===== src/rtl/mux_memoria_param_pkg.sv =====
// Shared mode encoding and index helpers for the parametrised registered mux.
package mux_memoria_param_pkg;

   typedef enum logic {
      MODE_SEL = 1'b0,
      MODE_RR  = 1'b1
   } mode_e;

   // Channel index after idx, wrapping at n (n need not be a power of 2).
   function automatic int wrap_inc(input int idx, input int n);
      return (idx + 1 >= n) ? 0 : idx + 1;
   endfunction

endpackage


===== src/rtl/mux_memoria_param_if.sv =====
// Producer-side channels plus single consumer-side handshake of the registered mux.
interface mux_memoria_param_if #(
   parameter int WIDTH = 2,
   parameter int NCH   = 4,
   parameter int SELW  = 2
);
   logic                  mode;
   logic [SELW-1:0]       selector;
   logic [NCH-1:0]        valid_in;
   logic [NCH*WIDTH-1:0]  data_in;
   logic [NCH-1:0]        ready_in;
   logic                  valid_out;
   logic                  ready_out;
   logic [WIDTH-1:0]      data_out;
   logic [SELW-1:0]       chan_out;

   modport master (
      output mode, selector, valid_in, data_in, ready_out,
      input  ready_in, valid_out, data_out, chan_out
   );

   modport slave (
      input  mode, selector, valid_in, data_in, ready_out,
      output ready_in, valid_out, data_out, chan_out
   );
endinterface


===== src/rtl/mux_memoria_param_rr_arbiter.sv =====
// Combinational round-robin pick: first asserted req scanning from ptr upward, wrapping at NCH.
// ptr is assumed to be below NCH.
module rr_arbiter #(
   parameter int NCH  = 4,
   parameter int SELW = 2
) (
   input  logic [NCH-1:0]  req,
   input  logic [SELW-1:0] ptr,
   output logic            gnt_valid,
   output logic [SELW-1:0] gnt_idx
);

   int idx;

   always_comb begin
      gnt_valid = 1'b0;
      gnt_idx   = '0;
      idx       = 0;
      // Walk offsets from farthest to nearest so the closest request to ptr wins.
      for (int k = NCH - 1; k >= 0; k--) begin
         idx = int'(ptr) + k;
         if (idx >= NCH) begin
            idx = idx - NCH;
         end
         if (req[idx]) begin
            gnt_valid = 1'b1;
            gnt_idx   = SELW'(idx);
         end
      end
   end

endmodule


===== src/rtl/mux_memoria_param.sv =====
// NCH:1 registered mux, explicit-selector or round-robin; 1-cycle latency, 1 word/cycle.
// Output register loads when empty or drained; stalls freeze all outputs and withhold ready_in.
module mux_memoria_param
   import mux_memoria_param_pkg::*;
#(
   parameter int WIDTH        = 2,
   parameter int NCH          = 4,
   parameter int SELW         = 2,
   parameter bit HOLD_ON_IDLE = 1'b1
) (
   input  logic                  clk,
   input  logic                  reset,
   mux_memoria_param_if.slave    bus
);

   generate
      if (SELW != $clog2(NCH) || NCH < 2 || NCH > 16) begin : g_param_check
         $error("mux_memoria_param: NCH must be 2..16 and SELW must equal clog2(NCH)");
      end
   endgenerate

   logic              valid_q, valid_d;
   logic [WIDTH-1:0]  data_q, data_d;
   logic [SELW-1:0]   chan_q, chan_d;
   logic [SELW-1:0]   rr_ptr_q, rr_ptr_d;

   logic              rr_vld;
   logic [SELW-1:0]   rr_idx;
   logic              accept;
   logic              cand_vld;
   logic [SELW-1:0]   cand;
   logic              grant;
   logic              xfer;
   logic [NCH-1:0]    ready_c;

   rr_arbiter #(
      .NCH  (NCH),
      .SELW (SELW)
   ) u_rr_arbiter (
      .req       (bus.valid_in),
      .ptr       (rr_ptr_q),
      .gnt_valid (rr_vld),
      .gnt_idx   (rr_idx)
   );

   // In selector mode the grant ignores valid_in so ready_in never waits on the producer.
   always_comb begin
      accept   = ~valid_q | bus.ready_out;
      cand     = bus.selector;
      cand_vld = (int'(bus.selector) < NCH);
      if (bus.mode == MODE_RR) begin
         cand     = rr_idx;
         cand_vld = rr_vld;
      end
      grant   = cand_vld & accept & ~reset;
      ready_c = '0;
      if (grant) begin
         ready_c[cand] = 1'b1;
      end
      xfer = grant & bus.valid_in[cand];
   end

   always_comb begin
      valid_d  = valid_q;
      data_d   = data_q;
      chan_d   = chan_q;
      rr_ptr_d = rr_ptr_q;
      if (xfer) begin
         valid_d = 1'b1;
         data_d  = bus.data_in[int'(cand)*WIDTH +: WIDTH];
         chan_d  = cand;
         if (bus.mode == MODE_RR) begin
            rr_ptr_d = SELW'(wrap_inc(int'(cand), NCH));
         end
      end else if (bus.ready_out) begin
         valid_d = 1'b0;
         if (!HOLD_ON_IDLE) begin
            data_d = '0;
         end
      end
   end

   always_ff @(posedge clk) begin
      if (reset) begin
         valid_q  <= 1'b0;
         data_q   <= '0;
         chan_q   <= '0;
         rr_ptr_q <= '0;
      end else begin
         valid_q  <= valid_d;
         data_q   <= data_d;
         chan_q   <= chan_d;
         rr_ptr_q <= rr_ptr_d;
      end
   end

   assign bus.ready_in  = ready_c;
   assign bus.valid_out = valid_q;
   assign bus.data_out  = data_q;
   assign bus.chan_out  = chan_q;

endmodule


===== src/flat_wrapper.sv =====
// flat-port wrapper written by rule: the top's interface ports become plain ports
module mux_memoria_param_flat import mux_memoria_param_pkg::*;
#(
   parameter int WIDTH        = 2,
   parameter int NCH          = 4,
   parameter int SELW         = 2,
   parameter bit HOLD_ON_IDLE = 1'b1
)
  (clk, reset, bus_mode, bus_selector, bus_valid_in, bus_data_in, bus_ready_out, bus_ready_in, bus_valid_out, bus_data_out, bus_chan_out);
  mux_memoria_param_if #(.WIDTH(WIDTH), .NCH(NCH), .SELW(SELW)) bus_i ();
  input  logic clk;
  input  logic reset;
  input wire logic [$bits(bus_i.mode)-1:0] bus_mode;
  input wire logic [$bits(bus_i.selector)-1:0] bus_selector;
  input wire logic [$bits(bus_i.valid_in)-1:0] bus_valid_in;
  input wire logic [$bits(bus_i.data_in)-1:0] bus_data_in;
  input wire logic [$bits(bus_i.ready_out)-1:0] bus_ready_out;
  output wire logic [$bits(bus_i.ready_in)-1:0] bus_ready_in;
  output wire logic [$bits(bus_i.valid_out)-1:0] bus_valid_out;
  output wire logic [$bits(bus_i.data_out)-1:0] bus_data_out;
  output wire logic [$bits(bus_i.chan_out)-1:0] bus_chan_out;
  assign bus_i.mode = bus_mode;
  assign bus_i.selector = bus_selector;
  assign bus_i.valid_in = bus_valid_in;
  assign bus_i.data_in = bus_data_in;
  assign bus_i.ready_out = bus_ready_out;
  assign bus_ready_in = bus_i.ready_in;
  assign bus_valid_out = bus_i.valid_out;
  assign bus_data_out = bus_i.data_out;
  assign bus_chan_out = bus_i.chan_out;
  mux_memoria_param #(.WIDTH(WIDTH), .NCH(NCH), .SELW(SELW), .HOLD_ON_IDLE(HOLD_ON_IDLE)) u_core (.clk(clk), .reset(reset), .bus(bus_i));
endmodule

===== config.mk =====
export PLATFORM = sky130hd
export DESIGN_NAME = mux_memoria_param_flat
export DESIGN_NICKNAME = d
export VERILOG_FILES = /design/src/rtl/mux_memoria_param_pkg.sv /design/src/rtl/mux_memoria_param_if.sv /design/src/rtl/mux_memoria_param_rr_arbiter.sv /design/src/rtl/mux_memoria_param.sv /design/src/flat_wrapper.sv
export SDC_FILE = /design/constraint.sdc
export NUM_CORES = 1
export LEC_CHECK = 0
export CAP_MARGIN = 30
export CORE_ASPECT_RATIO = 0.75
export CORE_MARGIN = 2
export CORE_UTILIZATION = 45
export CTS_CLUSTER_DIAMETER = 40
export DETAILED_ROUTE_END_ITERATION = 8
export HOLD_SLACK_MARGIN = 0.02
export PLACE_DENSITY = 0.78
export SYNTH_ARGS = -nofsm -noshare
export SYNTH_HDL_FRONTEND = slang
export SYNTH_SLANG_ARGS = --single-unit

===== constraint.sdc =====
create_clock -name clk -period 2.64 [get_ports clk]
set_input_delay 0.528 -clock clk [delete_from_list [all_inputs] [get_ports clk]]
set_output_delay 0.528 -clock clk [all_outputs]
set_load 0.02 [all_outputs]

## Yosys cells after proc, flatten, opt, wreduce, memory -nomap -nowiden

Cells that the tools add are included.

- Flip-flop bits (word level): 7
- Input bits: 18
- Output and inout bits: 9

- $add $sub $neg: 8
- Magnitude comparators: 11
- Shift operators: 1
- Multiplexer cells: 34
- Bitwise logic cells: 6
- Reductions and logical operators: 3

Operator list:

| cell | count |
|---|---|
| < comparator 32 x 4 -> 1 bit (second input constant) | 4 |
| 2-to-1 mux 32 bit | 4 |
| >= comparator 32 x 4 -> 1 bit (second input constant) | 1 |
| subtractor 32 x 4 -> 32 bit (second input constant) | 1 |
| 2-to-1 mux 1 bit | 17 |
| 2-to-1 mux 2 bit | 6 |
| binary-select mux 1 bit (select 2 bit) | 5 |
| >= comparator 3 bit (second input constant) | 3 |
| variable part select 8 x 4 -> 2 bit | 1 |
| subtractor 3 x 3 -> 4 bit (second input constant) | 2 |
| adder 2 x 1 -> 3 bit (second input constant) | 2 |
| adder 2 x 2 -> 3 bit (second input constant) | 2 |
| 2-to-1 mux 4 bit | 1 |
| subtractor 2 x 3 -> 4 bit (second input constant) | 1 |
| bitwise AND 1 bit | 3 |
| >= comparator 2 x 3 -> 1 bit (second input constant) | 1 |
| < comparator 2 x 3 -> 1 bit (second input constant) | 1 |
| demux 1 bit (select 2 bit) | 1 |
| >= comparator 2 x 1 -> 1 bit (second input constant) | 1 |
| inverter 1 bit | 2 |
| AND reduction 2 bit | 1 |
| nonzero test 2 bit | 1 |
| logical AND 1 bit | 1 |
| bitwise OR 1 bit | 1 |

## Logic depth before layout (Yosys ltp)

- Depth in word-level cells: 16
- Depth in mapped cells: 10

## Cells and area by module

Synthesis repeated with hierarchy kept, for this count alone.

- Cells, all modules: 79
- Area, all modules: 634.4 um2

By module, submodules not included:

| module | times used | cells an instance | area an instance (um2) | seq. area each (um2) |
|---|---|---|---|---|
| mux_memoria_param | 1 | 66 | 556.8 | 140.1 |
| rr_arbiter | 1 | 13 | 77.6 | 0.0 |

## Worst setup path after synthesis

OpenSTA, ideal clock, no wires.

- Kind: input port to output port
- Start point: in bus_valid_in[1]
- End point: out bus_ready_in[1]
- Arrival time: 1.957 ns
- Data required time: 2.112 ns
- Path slack: 0.155 ns
- Stages: 7
- Buffers on the path: 2
- Path through: buf_6 -> nor3b_1 -> a31oi_1 -> a211o_1 -> and2_1 -> buf_6 -> nor3_1

- Longest elaborated chain between the ends: 13
- Elaborated cells on any way between the ends: 30

RTL lines:

| element | line | text |
|---|---|---|
| start, declared | flat_wrapper.sv:15 | `input wire logic [$bits(bus_i.valid_in)-1:0] bus_valid_in;` |
| binary-select mux 1 bit (select 2 bit) | mux_memoria_param_rr_arbiter.sv:25 | `if (req[idx]) begin` |
| 2-to-1 mux 1 bit (not written as such) (2 in a row) | mux_memoria_param_rr_arbiter.sv:25 |  |
| 2-to-1 mux 2 bit (4 in a row) | mux_memoria_param_rr_arbiter.sv:25 |  |
| 2-to-1 mux 2 bit | mux_memoria_param.sv:51 | `if (bus.mode == MODE_RR) begin` |
| < comparator 2 x 3 -> 1 bit (not written as such) or >= comparator 2 x 1 -> 1 bit (tied branches) | mux_memoria_param.sv:58 | `ready_c[cand] = 1'b1;` |
| logical AND 1 bit (not written as such) | mux_memoria_param.sv:58 |  |
| 2-to-1 mux 1 bit (not written as such) | mux_memoria_param.sv:58 |  |
| demux 1 bit (select 2 bit) | - |  |
| 2-to-1 mux 4 bit * | mux_memoria_param.sv:57 | `if (grant) begin` |
| end, declared | flat_wrapper.sv:18 | `output wire logic [$bits(bus_i.ready_in)-1:0] bus_ready_in;` |

Mark *: on every way between the ends. The rest lies on a longest branch, timed or not. The select of a mux whose other input is x is not followed.

## Worst setup path in the final report

- Start point: in bus_valid_in[2]
- End point: out bus_ready_in[3]

- Longest elaborated chain between the ends: 13
- Elaborated cells on any way between the ends: 30

RTL lines:

| element | line | text |
|---|---|---|
| binary-select mux 1 bit (select 2 bit) | mux_memoria_param_rr_arbiter.sv:25 |  |
| 2-to-1 mux 1 bit (not written as such) (2 in a row) | mux_memoria_param_rr_arbiter.sv:25 |  |
| 2-to-1 mux 2 bit (3 in a row) | mux_memoria_param_rr_arbiter.sv:25 |  |
| 2-to-1 mux 2 bit * | mux_memoria_param_rr_arbiter.sv:25 |  |
| 2-to-1 mux 2 bit * | mux_memoria_param.sv:51 |  |
| net u_core.cand[0] | mux_memoria_param.sv:31 | `logic [SELW-1:0] cand;` |
| < comparator 2 x 3 -> 1 bit (not written as such) or >= comparator 2 x 1 -> 1 bit (tied branches) | mux_memoria_param.sv:58 |  |
| logical AND 1 bit (not written as such) | mux_memoria_param.sv:58 |  |
| 2-to-1 mux 1 bit (not written as such) | mux_memoria_param.sv:58 |  |
| demux 1 bit (select 2 bit) * | - |  |
| 2-to-1 mux 4 bit * | mux_memoria_param.sv:57 |  |

Mark *: on every way through the listed nets, which the timed path passes. The rest lies on a longest branch. The select of a mux whose other input is x is not followed.

==> impl_metrics.csv <==
group,metric,value,unit
critical_path,cp.arrival,2050,ps
power_and_ir_drop,total_power,0.479,mW
power_and_ir_drop,internal_power,0.314,mW
yosys,synth_edf_count,0,
power_and_ir_drop,seq_power_share,26.6,%
sta,slew_headroom,75.9,%
floorplan,die_area,0.00218,mm2
critical_path,crit_required,2110,ps
sta,tightest_slew,358,ps
clocking,cts_buffer_depth,2,
routing,drt_pass1_iterations,4,
routing,wirelength,2420,um
yosys,avgSynthCellArea,9.42,um2
power_and_ir_drop,peakVddDrop,289,uV
finish,stdcell_count,164,
power_and_ir_drop,power.net_switching,0.165,mW
finish,mostFrequentLayoutCells,"32 x buf_4, 17 x clkdlybuf4s50_1, 6 x dfxtp_1",
grt,grt_most_used_layer,"met2",
clocking,clk_pin_slew,50,ps
floorplan,core,0.00172,mm2
yosys,synth_seq_cells,7,
sta,fin_skew,2.73,ps
clocking,insertion_delay,250,ps
sta,finalHoldViolCount,0,
placed_design,dpl.cell_count,153,
routing,viasPerCell,5.58,
routing,drc_errors,0,
routing,detail-route-antenna-nets,0,
run,max_cap_violations,0,
sta,setup_viol,0,
sta,min_period_over_period,97.5,%
power_and_ir_drop,powerDensity,368,mW/mm2
yosys,syn_area,820,um2
yosys,syn-num-nets,107,
grt,grtUsageMet2,43.5,%
grt,grt_pass1_vias,794,
sta,fmax,388,MHz
run_status,outcome,"finished, final reports clean",
yosys,syn_inst,87,
yosys,synthArstFlopShare,0,%
floorplan,ios,27,
yosys,ys.flop_type,"dfxtp_1",
clocking,numCtsBuffers,3,
grt,use_met1,32.4,%
sta,min_period,2570,ps
power_and_ir_drop,p_clk_share,19.8,%
yosys,synth_warnings,0,
grt,grtUsageMet3,6.57,%
finish,drive_gt1_share,43.0,%
floorplan,dieHeight,41.0,um
finish,nNetsFinal,163,
yosys,ys_seq_area_share,17.1,%
critical_path,crit_type,"in2out",
finish,antennaDiodeCount,0,
placed_design,place_area,0.00122,mm2
clocking,htreeDepth,1,
critical_path,start_kind,"primary input",
power_and_ir_drop,pwr-share-comb,53.6,%
critical_path,endpoint_kind,"output pin",
finish,finish.instance_area,0.00130,mm2
floorplan,initial_core_util,47.5,%
floorplan,die_width,53.3,um
critical_path,crit_path_max_fanout,6,
routing,first_iter_violations,30,
clocking,cts.sinks,7,
hold_path,hp-class,"reg2reg",
grt,overflow,0,
routing,num_vias,915,
finish,fin_util,75.5,%
clocking,cts_tree,"done",
placed_design,finalWeightedCongestion,0.901,
grt,grt_pass1_wl,3690,um
grt,track_usage,24.7,%
finish,area_growth,58.8,%
floorplan,rows,13,
clocking,cts_root_buf,"clkbuf_4",
grt,grt_max_degree,9,
clocking,cts_hold_buf,0,
placed_design,port-buffer-count,26,
yosys,yosysUniqueCellTypes,45,
finish,layout_commonest_cell,"buf_4",
sta,rsz0062_at_grt,"true",
grt,antenna_found_initial,0,
placed_design,hpwl,1890,um
power_and_ir_drop,switching_share,34.4,%
sta,final-max-slew-violation-count,0,
routing,wl_per_cell,14.8,um
power_and_ir_drop,p_leak,0.559,nW
[flip-flops by register name (all words and copies together), names as in the netlist]
| register | cells |
|---|---|
| u_core.bus.chan_out | 2 |
| u_core.rr_ptr_q | 2 |
| u_core.bus.data_out | 2 |
| u_core.bus.valid_out | 1 |
[cell usage after synthesis (2+ instances only)]
library cell / number / area share [%]
nor2_1: 3 / 1.4
and2_1: 3 / 2.3
o21ai_2: 2 / 2.1
a311o_1: 2 / 2.4
nand2_1: 3 / 1.4
a21oi_2: 2 / 2.1
dfxtp_1: 7 / 17
nor3_1: 5 / 3.1
ha_1: 2 / 3.1
a211o_1: 2 / 2.1
buf_6: 5 / 6.9
nand2b_1: 3 / 2.3
o21ai_0: 2 / 1.2
mux2_4: 2 / 3.7
a21oi_1: 3 / 1.8
inv_1: 5 / 2.3
nor2b_1: 4 / 3.1
mux2i_1: 5 / 6.1
[per-layer routing]
metal / part of all wire (%) / up-vias
met5: 0 / -
met4: 0 / 0
met3: 7.4 / 0
met2: 50 / 52
met1: 43 / 432
li1: - / 431
[stage by stage]
| step | setup TNS (ps) | hold WS [ps] | setup WS, ps |
|---|---|---|---|
| 2_1_floorplan | 0 | 566 | 155 |
| 3_3_place_gp | -2340 | 492 | -600 |
| 3_5_place_dp | -3010 | 522 | -741 |
| 4_1_cts | 0 | 531 | 21.2 |
| 5_1_grt | -81.5 | 562 | -47.7 |
| 6_report | 0 | 545 | 65.4 |
[final timing paths]
kind | from | to | cells past startpoint | slack [ps]
setup / recovery | bus_valid_in[2] | bus_ready_in[3] | 9 | 70
hold / removal | u_core.bus.data_out[0]$_SDFFE_PP0P_ | u_core.bus.data_out[0]$_SDFFE_PP0P_ | 3 | 540
setup reg to reg | u_core.rr_ptr_q[1]$_SDFFE_PP0P_ | u_core.bus.chan_out[1]$_SDFFE_PP0P_ | 12 | 310
hold reg to reg | u_core.bus.data_out[0]$_SDFFE_PP0P_ | u_core.bus.data_out[0]$_SDFFE_PP0P_ | 3 | 540
[area by class of cell]
cell class                      count  area (um2)
Clock buffer                        4        26.3
Fill cell                         136         423
Inverter                            5        18.8
Multi-Input combinational cell     69         614
Sequential cell                     7         141
Tap cell                           22        27.5
Timing Repair Buffer               57         473
[cell families (layout without fill, tap and decap cells)]
logic type | count (synthesis) | count (layout) | synth area share [%]
compound gates | 24 | 24 | 26.9
fa+ha+maj | 2 | 2 | 3.05
buf+inv | 11 | 66 | 10.4
flops | 7 | 7 | 17.1
mux | 8 | 8 | 11.1
simple gates | 35 | 35 | 31.5
[repair_timing]
action | in CTS | in global routing
gates resized for setup | 28 | 6
pin swaps | 3 | 3
setup endpoints to repair | 4 | 5
setup buffers | 6 | 1
[critical path, stage by stage]
cell and delay, ps:
clkdlybuf4s15_1 290, inv_1 90, a31oi_1 250, a211o_1 180, and2_4 170, inv_1 60
ha_1 190, and2_1 140, buf_4 150
[power groups by stage]
| stage | registers [mW] | logic, mW | clock network, mW |
|---|---|---|---|
| floorplan | 0.139 | 0.131 | 0 |
| global placement | 0.128 | 0.241 | 0 |
| detailed placement | 0.128 | 0.248 | 0 |
| CTS | 0.127 | 0.252 | 0.0980 |
| global route | 0.128 | 0.275 | 0.105 |
| finish | 0.127 | 0.257 | 0.0949 |
(Power assumes the default switching activity.)
